$ cat src/rtl/multi_phase_light_ctrl_pkg.sv
// Shared definitions for the multi-direction traffic light controller:
// state encoding and the round-robin direction step.
package multi_phase_light_ctrl_pkg;

  localparam int ST_W = 3;

  typedef enum logic [ST_W-1:0] {
    ALLRED = 3'd0,
    GREEN  = 3'd1,
    YELLOW = 3'd2,
    WALK   = 3'd3,
    FLASH  = 3'd4
  } state_e;

  function automatic int next_dir(input int d, input int n_dir);
    return (d == n_dir - 1) ? 0 : d + 1;
  endfunction

endpackage

$ cat src/rtl/multi_phase_light_ctrl_tick_prescaler.sv
// Divides the system clock into a one-cycle time-unit tick every CLK_DIV clocks.
module tick_prescaler #(
  parameter int CLK_DIV = 1000
) (
  input  logic clk,
  input  logic rst,
  output logic tick
);

  localparam int CW = (CLK_DIV > 1) ? $clog2(CLK_DIV) : 1;

  logic [CW-1:0] count_q, count_d;

  assign tick = (count_q == CW'(CLK_DIV - 1));

  always_comb begin
    count_d = tick ? '0 : count_q + 1'b1;
  end

  // NOTE: sequential state is updated with non-blocking assignments so every
  // register samples pre-edge values regardless of block ordering.
  always_ff @(posedge clk) begin
    if (rst) count_q <= '0;
    else     count_q <= count_d;
  end

endmodule

$ cat src/rtl/multi_phase_light_ctrl.sv
// Round-robin N_DIR-direction traffic light with pedestrian walk phase and
// night flashing mode; all phase durations are in prescaled ticks.
module multi_phase_light_ctrl
  import multi_phase_light_ctrl_pkg::*;
#(
  parameter int N_DIR    = 2,
  parameter int CLK_DIV  = 1000,
  parameter int T_GREEN  = 10,
  parameter int T_YELLOW = 3,
  parameter int T_ALLRED = 1,
  parameter int T_WALK   = 5,
  parameter int T_FLASH  = 1,
  parameter int TW       = 8,
  localparam int DW      = $clog2(N_DIR)
) (
  input  logic             clk,
  input  logic             rst,
  input  logic             N,
  input  logic             ped_req,
  output logic [N_DIR-1:0] green,
  output logic [N_DIR-1:0] yellow,
  output logic [N_DIR-1:0] red,
  output logic             walk,
  output logic [DW-1:0]    dir
);

  logic          tick;
  state_e        state_q, state_d;
  logic [TW-1:0] timer_q, timer_d, t_last;
  logic [DW-1:0] dir_q, dir_d;
  logic          flash_q, flash_d;
  logic          ped_pend_q, ped_pend_d;
  logic          expire;
  logic [N_DIR-1:0] dir_onehot;

  tick_prescaler #(.CLK_DIV(CLK_DIV)) u_prescaler (
    .clk  (clk),
    .rst  (rst),
    .tick (tick)
  );

  always_comb begin
    case (state_q)
      ALLRED:  t_last = TW'(T_ALLRED - 1);
      GREEN:   t_last = TW'(T_GREEN - 1);
      YELLOW:  t_last = TW'(T_YELLOW - 1);
      WALK:    t_last = TW'(T_WALK - 1);
      FLASH:   t_last = TW'(T_FLASH - 1);
      default: t_last = '0;
    endcase
  end

  assign expire = tick && (timer_q == t_last);

  // NOTE: every next-state variable gets a default before the case so no
  // path leaves it unassigned and no latch is inferred.
  always_comb begin
    state_d    = state_q;
    dir_d      = dir_q;
    flash_d    = flash_q;
    ped_pend_d = ped_pend_q | (ped_req && state_q != WALK);

    if (tick) begin
      case (state_q)
        ALLRED: if (expire) begin
          if (N)               state_d = FLASH;
          else if (ped_pend_q) state_d = WALK;
          else begin
            state_d = GREEN;
            dir_d   = DW'(next_dir(int'(dir_q), N_DIR));
          end
        end
        GREEN:  if (expire || N) state_d = YELLOW;
        YELLOW: if (expire)      state_d = ALLRED;
        WALK:   if (expire) begin
          state_d = GREEN;
          dir_d   = DW'(next_dir(int'(dir_q), N_DIR));
        end
        FLASH: begin
          // Leaving night mode restarts the rotation so direction 0 goes first.
          if (!N) begin
            state_d = ALLRED;
            dir_d   = DW'(N_DIR - 1);
          end else if (expire) begin
            flash_d = ~flash_q;
          end
        end
        default: state_d = ALLRED;
      endcase
    end

    if (state_d != state_q) begin
      timer_d = '0;
      if (state_d == WALK || state_d == FLASH) ped_pend_d = 1'b0;
    end else if (tick) begin
      timer_d = expire ? '0 : timer_q + 1'b1;
    end else begin
      timer_d = timer_q;
    end
  end

  always_ff @(posedge clk) begin
    if (rst) begin
      state_q    <= ALLRED;
      timer_q    <= '0;
      dir_q      <= DW'(N_DIR - 1);
      flash_q    <= 1'b0;
      ped_pend_q <= 1'b0;
    end else begin
      state_q    <= state_d;
      timer_q    <= timer_d;
      dir_q      <= dir_d;
      flash_q    <= flash_d;
      ped_pend_q <= ped_pend_d;
    end
  end

  assign dir_onehot = N_DIR'(1) << dir_q;
  assign dir        = dir_q;

  always_comb begin
    green  = '0;
    yellow = '0;
    red    = '0;
    walk   = 1'b0;
    case (state_q)
      GREEN: begin
        green = dir_onehot;
        red   = ~dir_onehot;
      end
      YELLOW: begin
        yellow = dir_onehot;
        red    = ~dir_onehot;
      end
      WALK: begin
        red  = '1;
        walk = 1'b1;
      end
      FLASH:   yellow = {N_DIR{flash_q}};
      default: red = '1;
    endcase
  end

endmodule

$ cat config.mk
export PLATFORM = sky130hd
export DESIGN_NAME = multi_phase_light_ctrl
export DESIGN_NICKNAME = d
export VERILOG_FILES = /design/src/rtl/multi_phase_light_ctrl_pkg.sv /design/src/rtl/multi_phase_light_ctrl_tick_prescaler.sv /design/src/rtl/multi_phase_light_ctrl.sv
export SDC_FILE = /design/constraint.sdc
export NUM_CORES = 1
export LEC_CHECK = 0
export ABC_AREA = 1
export ABC_CLOCK_PERIOD_IN_PS = 6900
export BUFFER_PORTS_ARGS = -buffer_cell sky130_fd_sc_hd__buf_4
export CAP_MARGIN = 25
export CORE_ASPECT_RATIO = 1.25
export CORE_MARGIN = 2
export CORE_UTILIZATION = 56
export DETAILED_ROUTE_END_ITERATION = 16
export GPL_TIMING_DRIVEN = 0
export PLACE_DENSITY = 0.84
export SETUP_SLACK_MARGIN = 0.4
export SYNTH_ARGS = -nofsm -noshare
export SYNTH_HDL_FRONTEND = slang
export SYNTH_HIERARCHICAL = 1
export SYNTH_SLANG_ARGS = --single-unit
$ cat constraint.sdc
create_clock -name clk -period 6.9 [get_ports clk]
set_clock_uncertainty 0.1 [all_clocks]
set_input_delay 0.69 -clock clk [delete_from_list [all_inputs] [get_ports clk]]
set_output_delay 0.69 -clock clk [all_outputs]
set_load 0.05 [all_outputs]
==> reports/metrics.csv, run 1 <==
stage;metric;value;unit
cts;cts_hold_buf;0;
flow_run;drv_cap;0;
global_route;grt_max_degree;14;
cts;ctsHtreeMaxLevel;1;
worst_setup_path;endpoint_kind;flop;
route;drc;0;
logic_synthesis;synthSimpleGateAreaFrac;38.8;%
logic_synthesis;synth-seq-area-share;32.7;%
cts;path_clk_slew;0.13;ns
sta;maxSlewHeadroom;72.2;%
worst_setup_path;crit_required;7.02;ns
layout;regArea;480;µm²
layout;fin_util;65.9;%
power_and_ir_drop;p_clk_share;32.6;%
worst_setup_path;cp-start-kind;flop;
logic_synthesis;yosysTopAreaCell;dfxtp_1;
logic_synthesis;synth_fp_nets;228;
sta;min_period;2.62;ns
route;ant_nets;0;
worst_setup_path;slowest_delay;0.39;ns
sta;fin_crit_sh;37.9;%
power_and_ir_drop;p_comb_share;4.3;%
cts;ctsResizeCount;0;
logic_synthesis;synth_compound_area_share;12.1;%
power_and_ir_drop;p_per_area;138;nW/µm²
sta;grt_setup_unrepaired;no;
logic_synthesis;yosysMostFrequentCell;nand2_1;
global_route;grt_pass1_wl;4.80;mm
power_and_ir_drop;p_int;0.177;mW
worst_setup_path;path_cells;ha_1 -> inv_1 -> nor2_1 -> nand3_1 -> inv_1 -> buf_2 -> nand2_1 -> nor2_1 -> nand3_2 -> nor2_8 -> inv_2 -> nand3_1 -> nand3_1 -> nand2_1 -> nand3_2 -> nand4_4 -> nor2_1;
route;wl_per_cell;10.1;µm
power_and_ir_drop;leakagePower;0.678;nW
power_and_ir_drop;seqPwrFrac;63.1;%
cts;cts_tree;yes;
logic_synthesis;ys_top_cells_by_count;42 x nand2_1, 37 x nor2_1, 33 x inv_1;
sta;drv_slew;0;
global_route;grtUsageTotal;20.1;%
place;pre_cts_ws;4.28;ns
layout;fin_cells;270;
logic_synthesis;synth-xor-area-share;4.17;%
place;placed_cells;266;
route;routed_wl;2.72;mm
sta;setup_viol;0;
global_route;antenna_found_initial;0;
cts;postCtsSetupBuffers;0;
worst_setup_path;arrival;2.73;ns
worst_setup_path;path_class;reg2reg;
layout;multi_input_area;835;µm²
cts;clk_path_buf_depth;2;
route;vias;1384;
logic_synthesis;synthDistinctLibCells;29;
layout;antennaDiodeCount;0;
cts;cts_buffers;3;
worst_setup_path;crit_slowest_cell;dfxtp_1;
route;firstDrtPassIters;4;
logic_synthesis;syn-mean-instance-area;6.63;µm²
sta;setup_ws;4.28;ns
logic_synthesis;async_flop_share;0;%
logic_synthesis;synth_top_area_share;32.7;%
logic_synthesis;synth_area;1470;µm²
layout;finalNetCount;244;
floorplan;die-width;49.8;µm
logic_synthesis;synth_area_leaders;dfxtp_1 33%, nand2_1 11%, nor2_1 9.4%;
logic_synthesis;synth_top_family_by_area;simple AND/OR/NAND/NOR gates;
power_and_ir_drop;ir_worst_vdd;114;µV
cts;cts.sinks;24;
sta;setup_tns;0;ns
logic_synthesis;synthMuxAreaShare;0;%
global_route;overflow;0;
worst_hold_path;hp-class;reg2reg;
floorplan;fp.dieArea;3060;µm²
floorplan;io_pins;12;
worst_setup_path;cp_max_fo;10;
sta;hold_violations;0;
cts;clk_latency;0.31;ns
place;dp_hpwl;2.14;mm
floorplan;start_util;59.4;%
worst_setup_path;cp_num_buf_inv;4;
floorplan;die_h;61.3;µm
power_and_ir_drop;p_switching;0.0483;mW
route;via_per_inst;5.13;
layout;syn_to_final_growth;10.9;%
power_and_ir_drop;p_total;0.225;mW
logic_synthesis;ys_ff_latch;24;
floorplan;core-area;2480;µm²
worst_setup_path;cp_top_family;simple AND/OR/NAND/NOR gates;
global_route;grt_pass1_vias;1200;
logic_synthesis;yosys_most_used_dff;dfxtp_1;
logic_synthesis;yosys_warnings;6;
floorplan;rows;20;
place;io_buffers;11;
logic_synthesis;synth_adder_area_share;1.70;%
logic_synthesis;synth_edf_count;0;
cts;root_buffer;clkbuf_4;
logic_synthesis;synth_cells;222;
place;place_congestion;0.921;
layout;fillers;230;
route;drt-initial-drc-count;29;
layout;drive_above_1_share;15.6;%
sta;tightest_slew;0.417;ns
sta;max_freq;382;MHz
run_status;outcome;complete, no violations;
power_and_ir_drop;switching_share;21.5;%
registers in the layout, indices dropped and copies added, names as in the netlist:
signal               count
u_prescaler/count_q     10
timer_q                  8
state_q                  3
dir                      1
flash_q                  1
ped_pend_q               1
worst reg2reg max path, cell delays in order, from the launching register on:
cell and delay (ns):
dfxtp_1 0.39, ha_1 0.22, inv_1 0.05, nor2_1 0.10, nand3_1 0.11, inv_1 0.06
buf_2 0.23, nand2_1 0.08, nor2_1 0.13, nand3_2 0.15, nor2_8 0.21, inv_2 0.09
nand3_1 0.07, nand3_1 0.09, nand2_1 0.14, nand3_2 0.11, nand4_4 0.13, nor2_1 0.05
kinds of logic after synthesis:
logic type	count (synthesis)
AND/OR/NAND/NOR	118
buffers and inverters	41
AO/OA/AOI/OAI	30
flip-flops	24
XOR/XNOR	7
adder cells (fa/ha/maj)	2
path summary, 6_finish.rpt:
| check | slack, ns | end | startpoint | depth (start not counted) |
|---|---|---|---|---|
| max | 4.28 | timer_q[2] | u_prescaler/count_q[0] | 17 |
| min | 0.38 | u_prescaler/count_q[0] | u_prescaler/count_q[0] | 1 |
| max reg2reg | 4.28 | timer_q[2] | u_prescaler/count_q[0] | 17 |
| min reg2reg | 0.38 | u_prescaler/count_q[0] | u_prescaler/count_q[0] | 1 |
through the flow:
step / hold slack (ns) / area, µm²
after floorplan: 0.329 / 1470
after global placement: 0.342 / 1600
after detailed placement: 0.359 / 1600
after CTS: 0.383 / 1630
after global routing: 0.405 / 1630
final: 0.381 / 1630
layout make-up:
class,instances,area share [%]
multi-input combinational,157,51.2
sequential,24,29.4
inverter,38,8.74
timing repair buffer,11,5.06
tap,33,2.53
clock buffer,4,2.22
buffer,3,0.844
placed cells by master (no fill, tap or decap):
cell and instances:
a21oi_1 11, a22oi_1 1, a31oi_1 1, a31oi_4 1, buf_2 2, buf_4 11
clkbuf_1 1, clkbuf_4 3, clkbuf_8 1, dfxtp_1 24, ha_1 2, inv_1 33
inv_2 5, nand2_1 42, nand2_2 3, nand2_4 1, nand3_1 16, nand3_2 4
nand3b_1 2, nand4_1 2, nand4_4 1, nor2_1 37, nor2_2 2, nor2_4 1
nor2_8 1, nor3_1 5, o21ai_0 12, o21bai_1 2, o22ai_1 2, or2_2 1
xnor2_1 3, xor2_1 4
metal layers:
layer	track usage (%)	wire length, µm	up-vias
met4	7.54	53	0
met5	0	0	-
met1	22.8	1210	613
li1	-	-	729
met2	38.5	1350	36
met3	2.91	105	6
power groups by stage:
stage / logic, mW / registers, mW / clock network [mW]
after floorplan: 0.00627 / 0.145 / 0
after global placement: 0.00954 / 0.145 / 0
after detailed placement: 0.00971 / 0.145 / 0
after CTS: 0.00981 / 0.142 / 0.0769
after global routing: 0.0113 / 0.142 / 0.0812
final: 0.00963 / 0.142 / 0.0735
(Power assumes the default switching activity.)
==> run 2, diff against run 1 <==
--- a/config.mk
+++ b/config.mk
@@ -5,13 +5,13 @@
 export SDC_FILE = /design/constraint.sdc
 export NUM_CORES = 1
 export LEC_CHECK = 0
-export ABC_AREA = 1
-export ABC_CLOCK_PERIOD_IN_PS = 6900
+export ABC_AREA = 0
+export ABC_CLOCK_PERIOD_IN_PS = 2200
 export BUFFER_PORTS_ARGS = -buffer_cell sky130_fd_sc_hd__buf_4
 export CAP_MARGIN = 25
 export CORE_ASPECT_RATIO = 1.25
 export CORE_MARGIN = 2
-export CORE_UTILIZATION = 56
+export CORE_UTILIZATION = 53
 export DETAILED_ROUTE_END_ITERATION = 16
 export GPL_TIMING_DRIVEN = 0
 export PLACE_DENSITY = 0.84
==> constraint.sdc (replaced) <==
create_clock -name clk -period 2.2 [get_ports clk]
set_clock_uncertainty 0.1 [all_clocks]
set_input_delay 0.22 -clock clk [delete_from_list [all_inputs] [get_ports clk]]
set_output_delay 0.22 -clock clk [all_outputs]
set_load 0.05 [all_outputs]
==> run 2 against run 1 <==
The flow now finishes with violations (setup timing). Power rose to 3.1 times the previous value. Non-clock buffer count rose by 16. Hold slack got worse by 0.31 ns. Register-to-register slack got worse by 4.6 ns. Routed wire length rose by 58%. First-iteration DRC count rose to 3.0 times the previous value. Critical path type unchanged. Critical endpoint is now state_q[1]. Largest cell class unchanged.
==> reports/metrics.csv, run 2 <==
stage;metric;value;unit
logic_synthesis;ys_ff_latch;24;
route;via_per_inst;6.46;
logic_synthesis;synth_cells;187;
place;placed_cells;232;
cts;cts_tree;yes;
cts;cts_hold_buf;0;
layout;largest_register_ffs;10;
logic_synthesis;yosys_most_used_dff;dfxtp_1;
sta;maxSlewHeadroom;29.3;%
floorplan;rows;21;
place;dp_hpwl;2.51;mm
route;drc;0;
worst_setup_path;crit_required;2.36;ns
sta;hold_violations;0;
logic_synthesis;synth_adder_area_share;1.67;%
route;vias;1589;
global_route;grt_max_degree;15;
power_and_ir_drop;switching_share;23.8;%
layout;finalNetCount;220;
power_and_ir_drop;seqPwrFrac;65.7;%
global_route;grt_pass1_wl;6.87;mm
global_route;antenna_found_initial;0;
logic_synthesis;synth-xor-area-share;5.84;%
logic_synthesis;async_flop_share;0;%
run_status;outcome;complete, but fails checks;
layout;syn_to_final_growth;34.6;%
logic_synthesis;synth_top_family_by_area;simple AND/OR/NAND/NOR gates;
layout;top_register;u_prescaler/count_q;
logic_synthesis;synth_compound_area_share;19.3;%
global_route;grtUsageTotal;26.9;%
sta;setup_tns;-3.19;ns
route;firstDrtPassIters;4;
worst_setup_path;endpoint_kind;flop;
sta;tightest_slew;1.05;ns
logic_synthesis;synth_edf_count;0;
sta;grt_setup_unrepaired;yes;
sta;min_period;2.49;ns
layout;final_cell_mix;16 x nand2_1, 15 x nor2_1, 14 x dfxtp_1;
floorplan;die_h;63.5;µm
cts;clk_path_buf_depth;2;
logic_synthesis;yosysTopAreaCell;dfxtp_1;
logic_synthesis;yosys_warnings;6;
place;place_congestion;0.902;
worst_setup_path;arrival;2.65;ns
layout;drive_above_1_share;34.4;%
logic_synthesis;synthMuxAreaShare;2.00;%
route;ant_nets;0;
floorplan;fp.dieArea;3270;µm²
floorplan;io_pins;12;
layout;final_area;2020;µm²
cts;path_clk_slew;0.12;ns
logic_synthesis;synthSimpleGateAreaFrac;33.1;%
floorplan;core-area;2680;µm²
logic_synthesis;synthDistinctLibCells;49;
sta;setup_viol;14;
worst_hold_path;hp-class;in2reg;
power_and_ir_drop;p_total;0.697;mW
power_and_ir_drop;ir_worst_vdd;372;µV
route;wl_per_cell;17.4;µm
place;pre_cts_ws;-0.456;ns
power_and_ir_drop;p_comb_share;7.6;%
power_and_ir_drop;p_int;0.531;mW
logic_synthesis;synth_fp_nets;193;
logic_synthesis;syn-mean-instance-area;8.02;µm²
global_route;grt_pass1_vias;1509;
sta;max_freq;402;MHz
cts;clk_latency;0.31;ns
logic_synthesis;synth_area;1500;µm²
flow_run;drv_cap;0;
sta;fin_crit_sh;113;%
power_and_ir_drop;p_clk_share;26.7;%
logic_synthesis;synth-seq-area-share;32.0;%
cts;ctsHtreeMaxLevel;1;
global_route;overflow;0;
layout;final_common_cell;nand2_1;
layout;top_regs;u_prescaler/count_q x10, timer_q x8, state_q x3;
logic_synthesis;synth_area_leaders;dfxtp_1 32%, a21oi_1 4.3%, nand2_1 4.3%;
sta;setup_ws;-0.288;ns
layout;regArea;498;µm²
place;io_buffers;11;
cts;cts.sinks;24;
worst_setup_path;cp-start-kind;flop;
layout;multi_input_area;1130;µm²
logic_synthesis;synth_top_area_share;32.0;%
run_status;violations;setup timing;
place;placed_cell_area;1680;µm²
route;routed_wl;4.29;mm
cts;root_buffer;clkbuf_4;
power_and_ir_drop;p_per_area;345;nW/µm²
worst_setup_path;cp_max_fo;4;
route;drt-initial-drc-count;88;
layout;fin_util;75.4;%
layout;fin_cells;246;
sta;drv_slew;0;
worst_hold_path;min_path_cells;2;
worst_setup_path;reg2reg_depth;9;
sta;holdWs;0.0716;ns
cts;cts_buffers;3;
power_and_ir_drop;leakagePower;0.698;nW
layout;antennaDiodeCount;0;
logic_synthesis;ys_top_cells_by_count;24 x dfxtp_1, 17 x nand2_1, 17 x nor2_1;
floorplan;start_util;56.0;%
floorplan;die-width;51.6;µm
power_and_ir_drop;p_switching;0.166;mW
worst_setup_path;path_class;reg2reg;
layout;fillers;199;
logic_synthesis;yosysMostFrequentCell;dfxtp_1;
-- run 2: changes by cell type in the layout (fill, tap and decap cells not counted), sizes merged, moves of 7 or more --
cell and delta:
inv -29, or3 +7, nor2 -24, nand3 -10, buf +13, nand2 -29
-- run 2: path summary, 6_finish.rpt --
| path | start | end | slack [ns] |
|---|---|---|---|
| max reg2reg | u_prescaler/count_q[0] | state_q[1] | -0.29 |
| max | u_prescaler/count_q[0] | state_q[1] | -0.29 |
| min reg2reg | flash_q | flash_q | 0.41 |
| min | rst | state_q[2] | 0.07 |
-- run 2: timing repair --
item	4_1_cts	5_1_grt
setup buffers	8	2
cloned	1	0
resized for setup	36	21
endpoints found under the setup margin	20	20
pin swaps	7	10
-- run 2: power groups by stage --
| stage | Sequential, mW | Combinational, mW | Clock, mW |
|---|---|---|---|
| finish | 0.458 | 0.0531 | 0.186 |
| global route | 0.459 | 0.0603 | 0.216 |
| CTS | 0.459 | 0.0501 | 0.193 |
| detailed placement | 0.468 | 0.0436 | 0 |
| global placement | 0.467 | 0.0416 | 0 |
| floorplan | 0.465 | 0.0284 | 0 |
-- run 2: layer usage --
layer	up-vias	global-route usage [%]	share of wire (%)
li1	737	-	-
met1	766	32.7	39
met2	73	48.1	54
met3	13	1.66	5.2
met4	0	10.5	2.1
met5	-	0	0
-- run 2: logic make-up after synthesis --
| kind of cell | Yosys count |
|---|---|
| adders and majority gates | 2 |
| and+or+nand+nor | 89 |
| muxes | 3 |
| DFF | 24 |
| xor gates and xnor gates | 10 |
| buffers and inverters | 18 |
| AOI/OAI and AO/OA | 41 |
-- run 2: cell type report --
type                            count  share of cell area, %
Multi-Input combinational cell    146                   55.8
Sequential cell                    24                   24.7
Timing Repair Buffer               21                   9.48
Buffer                              9                   5.14
Tap cell                           34                   2.11
Inverter                            9                   1.67
Clock buffer                        3                   1.12
-- run 2: critical path, cell delays in order, from the launching register on --
cell,delay (ns)
dfxtp_2,0.37
ha_4,0.16
nand4bb_4,0.14
nor3_4,0.14
or4b_4,0.49
a211oi_4,0.30
buf_6,0.17
nand2_4,0.08
o31ai_4,0.32
o21a_1,0.16
==> run 3, diff against run 2 <==
--- a/config.mk
+++ b/config.mk
@@ -6,12 +6,12 @@
 export NUM_CORES = 1
 export LEC_CHECK = 0
 export ABC_AREA = 0
-export ABC_CLOCK_PERIOD_IN_PS = 2200
+export ABC_CLOCK_PERIOD_IN_PS = 2400
 export BUFFER_PORTS_ARGS = -buffer_cell sky130_fd_sc_hd__buf_4
 export CAP_MARGIN = 25
 export CORE_ASPECT_RATIO = 1.25
 export CORE_MARGIN = 2
-export CORE_UTILIZATION = 53
+export CORE_UTILIZATION = 56
 export DETAILED_ROUTE_END_ITERATION = 16
 export GPL_TIMING_DRIVEN = 0
 export PLACE_DENSITY = 0.84
==> constraint.sdc (replaced) <==
create_clock -name clk -period 2.4 [get_ports clk]
set_clock_uncertainty 0.1 [all_clocks]
set_input_delay 0.24 -clock clk [delete_from_list [all_inputs] [get_ports clk]]
set_output_delay 0.24 -clock clk [all_outputs]
set_load 0.05 [all_outputs]
==> run 3 against run 2 <==
Non-clock buffer count up 1. Cell area decreased by 5.2%. Sequential cell count unchanged. Sequential share of layout area rose by 0.90 points. Via count decreased by 5.2%. Die area shrank 5.0%. Utilization is 1.8 points lower. Largest cell class unchanged. The flow still finishes with violations (setup timing). First-iteration DRC count down 55%. Combinational power is 2% lower. Sequential power shrank 8.1%. Clock power shrank 5%.
==> reports/metrics.csv, run 3 (synthesis gave the netlist of run 2 again) <==
stage;metric;value;unit
power_and_ir_drop;ir_worst_vdd;346;µV
route;wl_per_cell;15.7;µm
sta;max_freq;413;MHz
global_route;grtUsageTotal;27.2;%
cts;clk_path_buf_depth;2;
layout;fin_cells;246;
sta;fin_crit_sh;101;%
route;drt-initial-drc-count;40;
flow_run;drv_cap;0;
place;io_buffers;11;
cts;cts_tree;yes;
layout;antennaDiodeCount;0;
worst_hold_path;hp-start;rst;
cts;cts.sinks;24;
worst_setup_path;arrival;2.54;ns
layout;final_common_cell;buf_4;
cts;ctsHtreeMaxLevel;1;
run_status;violations;setup timing;
sta;maxSlewHeadroom;53.5;%
worst_hold_path;min_path_cells;2;
global_route;overflow;0;
cts;cts_buffers;3;
place;dp_hpwl;2.49;mm
layout;largest_register_ffs;10;
sta;min_period;2.42;ns
sta;hold_violations;0;
layout;syn_to_final_growth;27.6;%
sta;grt_setup_unrepaired;yes;
power_and_ir_drop;leakagePower;0.680;nW
route;drc;0;
layout;top_regs;u_prescaler/count_q x10, timer_q x8, state_q x3;
layout;top_register;u_prescaler/count_q;
route;vias;1507;
cts;root_buffer;clkbuf_4;
worst_setup_path;worst_r2r_startpoint;u_prescaler/count_q[0];
place;placed_cell_area;1670;µm²
worst_setup_path;path_class;reg2reg;
cts;cts_hold_buf;0;
power_and_ir_drop;p_total;0.649;mW
cts;path_clk_slew;0.13;ns
sta;setup_ws;-0.0214;ns
worst_hold_path;hp-class;in2reg;
worst_setup_path;rrSetupSlack;-0.02;ns
layout;drive_above_1_share;31.1;%
worst_hold_path;worstHoldEndpoint;state_q[2];
place;pre_cts_ws;-0.356;ns
floorplan;die_h;61.9;µm
route;via_per_inst;6.13;
floorplan;die-width;50.3;µm
worst_setup_path;r2r-end;timer_q[7];
layout;finalNetCount;220;
worst_setup_path;endpoint_kind;flop;
global_route;grt_max_degree;15;
global_route;grt_pass1_wl;6.51;mm
run_status;outcome;complete, but fails checks;
route;ant_nets;0;
floorplan;fp.dieArea;3110;µm²
floorplan;io_pins;12;
global_route;grt_pass1_vias;1484;
cts;clk_latency;0.31;ns
floorplan;core-area;2600;µm²
global_route;antenna_found_initial;0;
worst_setup_path;reg2reg_depth;9;
sta;setup_viol;10;
worst_setup_path;crit_required;2.52;ns
place;placed_cells;232;
layout;final_area;1910;µm²
sta;tightest_slew;0.693;ns
worst_setup_path;cp_max_fo;8;
power_and_ir_drop;p_per_area;339;nW/µm²
layout;final_cell_mix;19 x buf_4, 17 x dfxtp_1, 16 x nand2_1;
sta;drv_slew;0;
place;place_congestion;0.903;
floorplan;start_util;57.7;%
worst_setup_path;cp-start-kind;flop;
floorplan;rows;21;
route;firstDrtPassIters;4;
route;routed_wl;3.86;mm
run 3: changes by cell type in the layout (fill, tap and decap cells not counted), moves of 2 or more:
cell,previous run,this run
buf_4,13,19
clkbuf_4,3,5
dfxtp_4,2,0
nand3_1,8,10
dfxtp_1,14,17
buf_6,12,7
nand3_2,2,0
run 3: routing by layer:
metal / part of all wire (%) / track usage (%) / vias up
li1: - / - / 734
met1: 39 / 28.7 / 721
met2: 55 / 55.1 / 44
met3: 4.1 / 3.35 / 8
met4: 1.2 / 10.8 / 0
met5: 0 / 0 / -
run 3: worst max path at each step:
stage                           start          to  slack, ns  cells after the start
4_1_cts        u_prescaler/count_q[0]         dir      -0.09                      9
2_1_floorplan  u_prescaler/count_q[0]     flash_q       0.01                      8
5_1_grt        u_prescaler/count_q[0]     flash_q      -0.13                      8
3_3_place_gp   u_prescaler/count_q[0]  timer_q[3]      -0.26                      8
6_report       u_prescaler/count_q[0]  timer_q[7]      -0.02                      9
3_5_place_dp   u_prescaler/count_q[0]  timer_q[7]      -0.36                      8
run 3: worst max-delay path, stage by stage, from the launching register on:
cell	delay, ns
dfxtp_2	0.38
ha_4	0.15
nand4bb_4	0.14
nor3_4	0.15
or4b_4	0.49
a211oi_4	0.25
o211ai_4	0.18
buf_4	0.21
o21bai_4	0.20
nor2_1	0.06
run 3: timing repair:
item                       CTS  global route
setup endpoints to repair   18            18
setup buffers                7             4
gates resized for setup     20            16
pin swaps                   11             2
run 3: metrics by stage:
step	TNS [ns]	hold WS (ns)	utilization, %
after floorplan	0	0.209	-
after global placement	-2.46	0.340	64.1
after detailed placement	-3.64	0.346	64.1
after CTS	-0.295	0.0927	70.2
after global routing	-1.30	0.0916	73.6
final	-0.161	0.0933	73.6
run 3: report_power, final:
part / total, mW / internal, mW / leakage (nW) / switching [mW]
Combinational: 0.0521 / 0.0240 / 0.469 / 0.0282
Clock: 0.176 / 0.0588 / 0.0138 / 0.117
Sequential: 0.421 / 0.409 / 0.197 / 0.0125
run 3: layout make-up:
class,count,area (µm²)
Sequential cell,24,489
Clock buffer,3,22.5
Multi-Input combinational cell,145,1080
Timing Repair Buffer,22,184
Buffer,9,65.1
Fill cell,172,687
Tap cell,34,42.5
Inverter,9,33.8
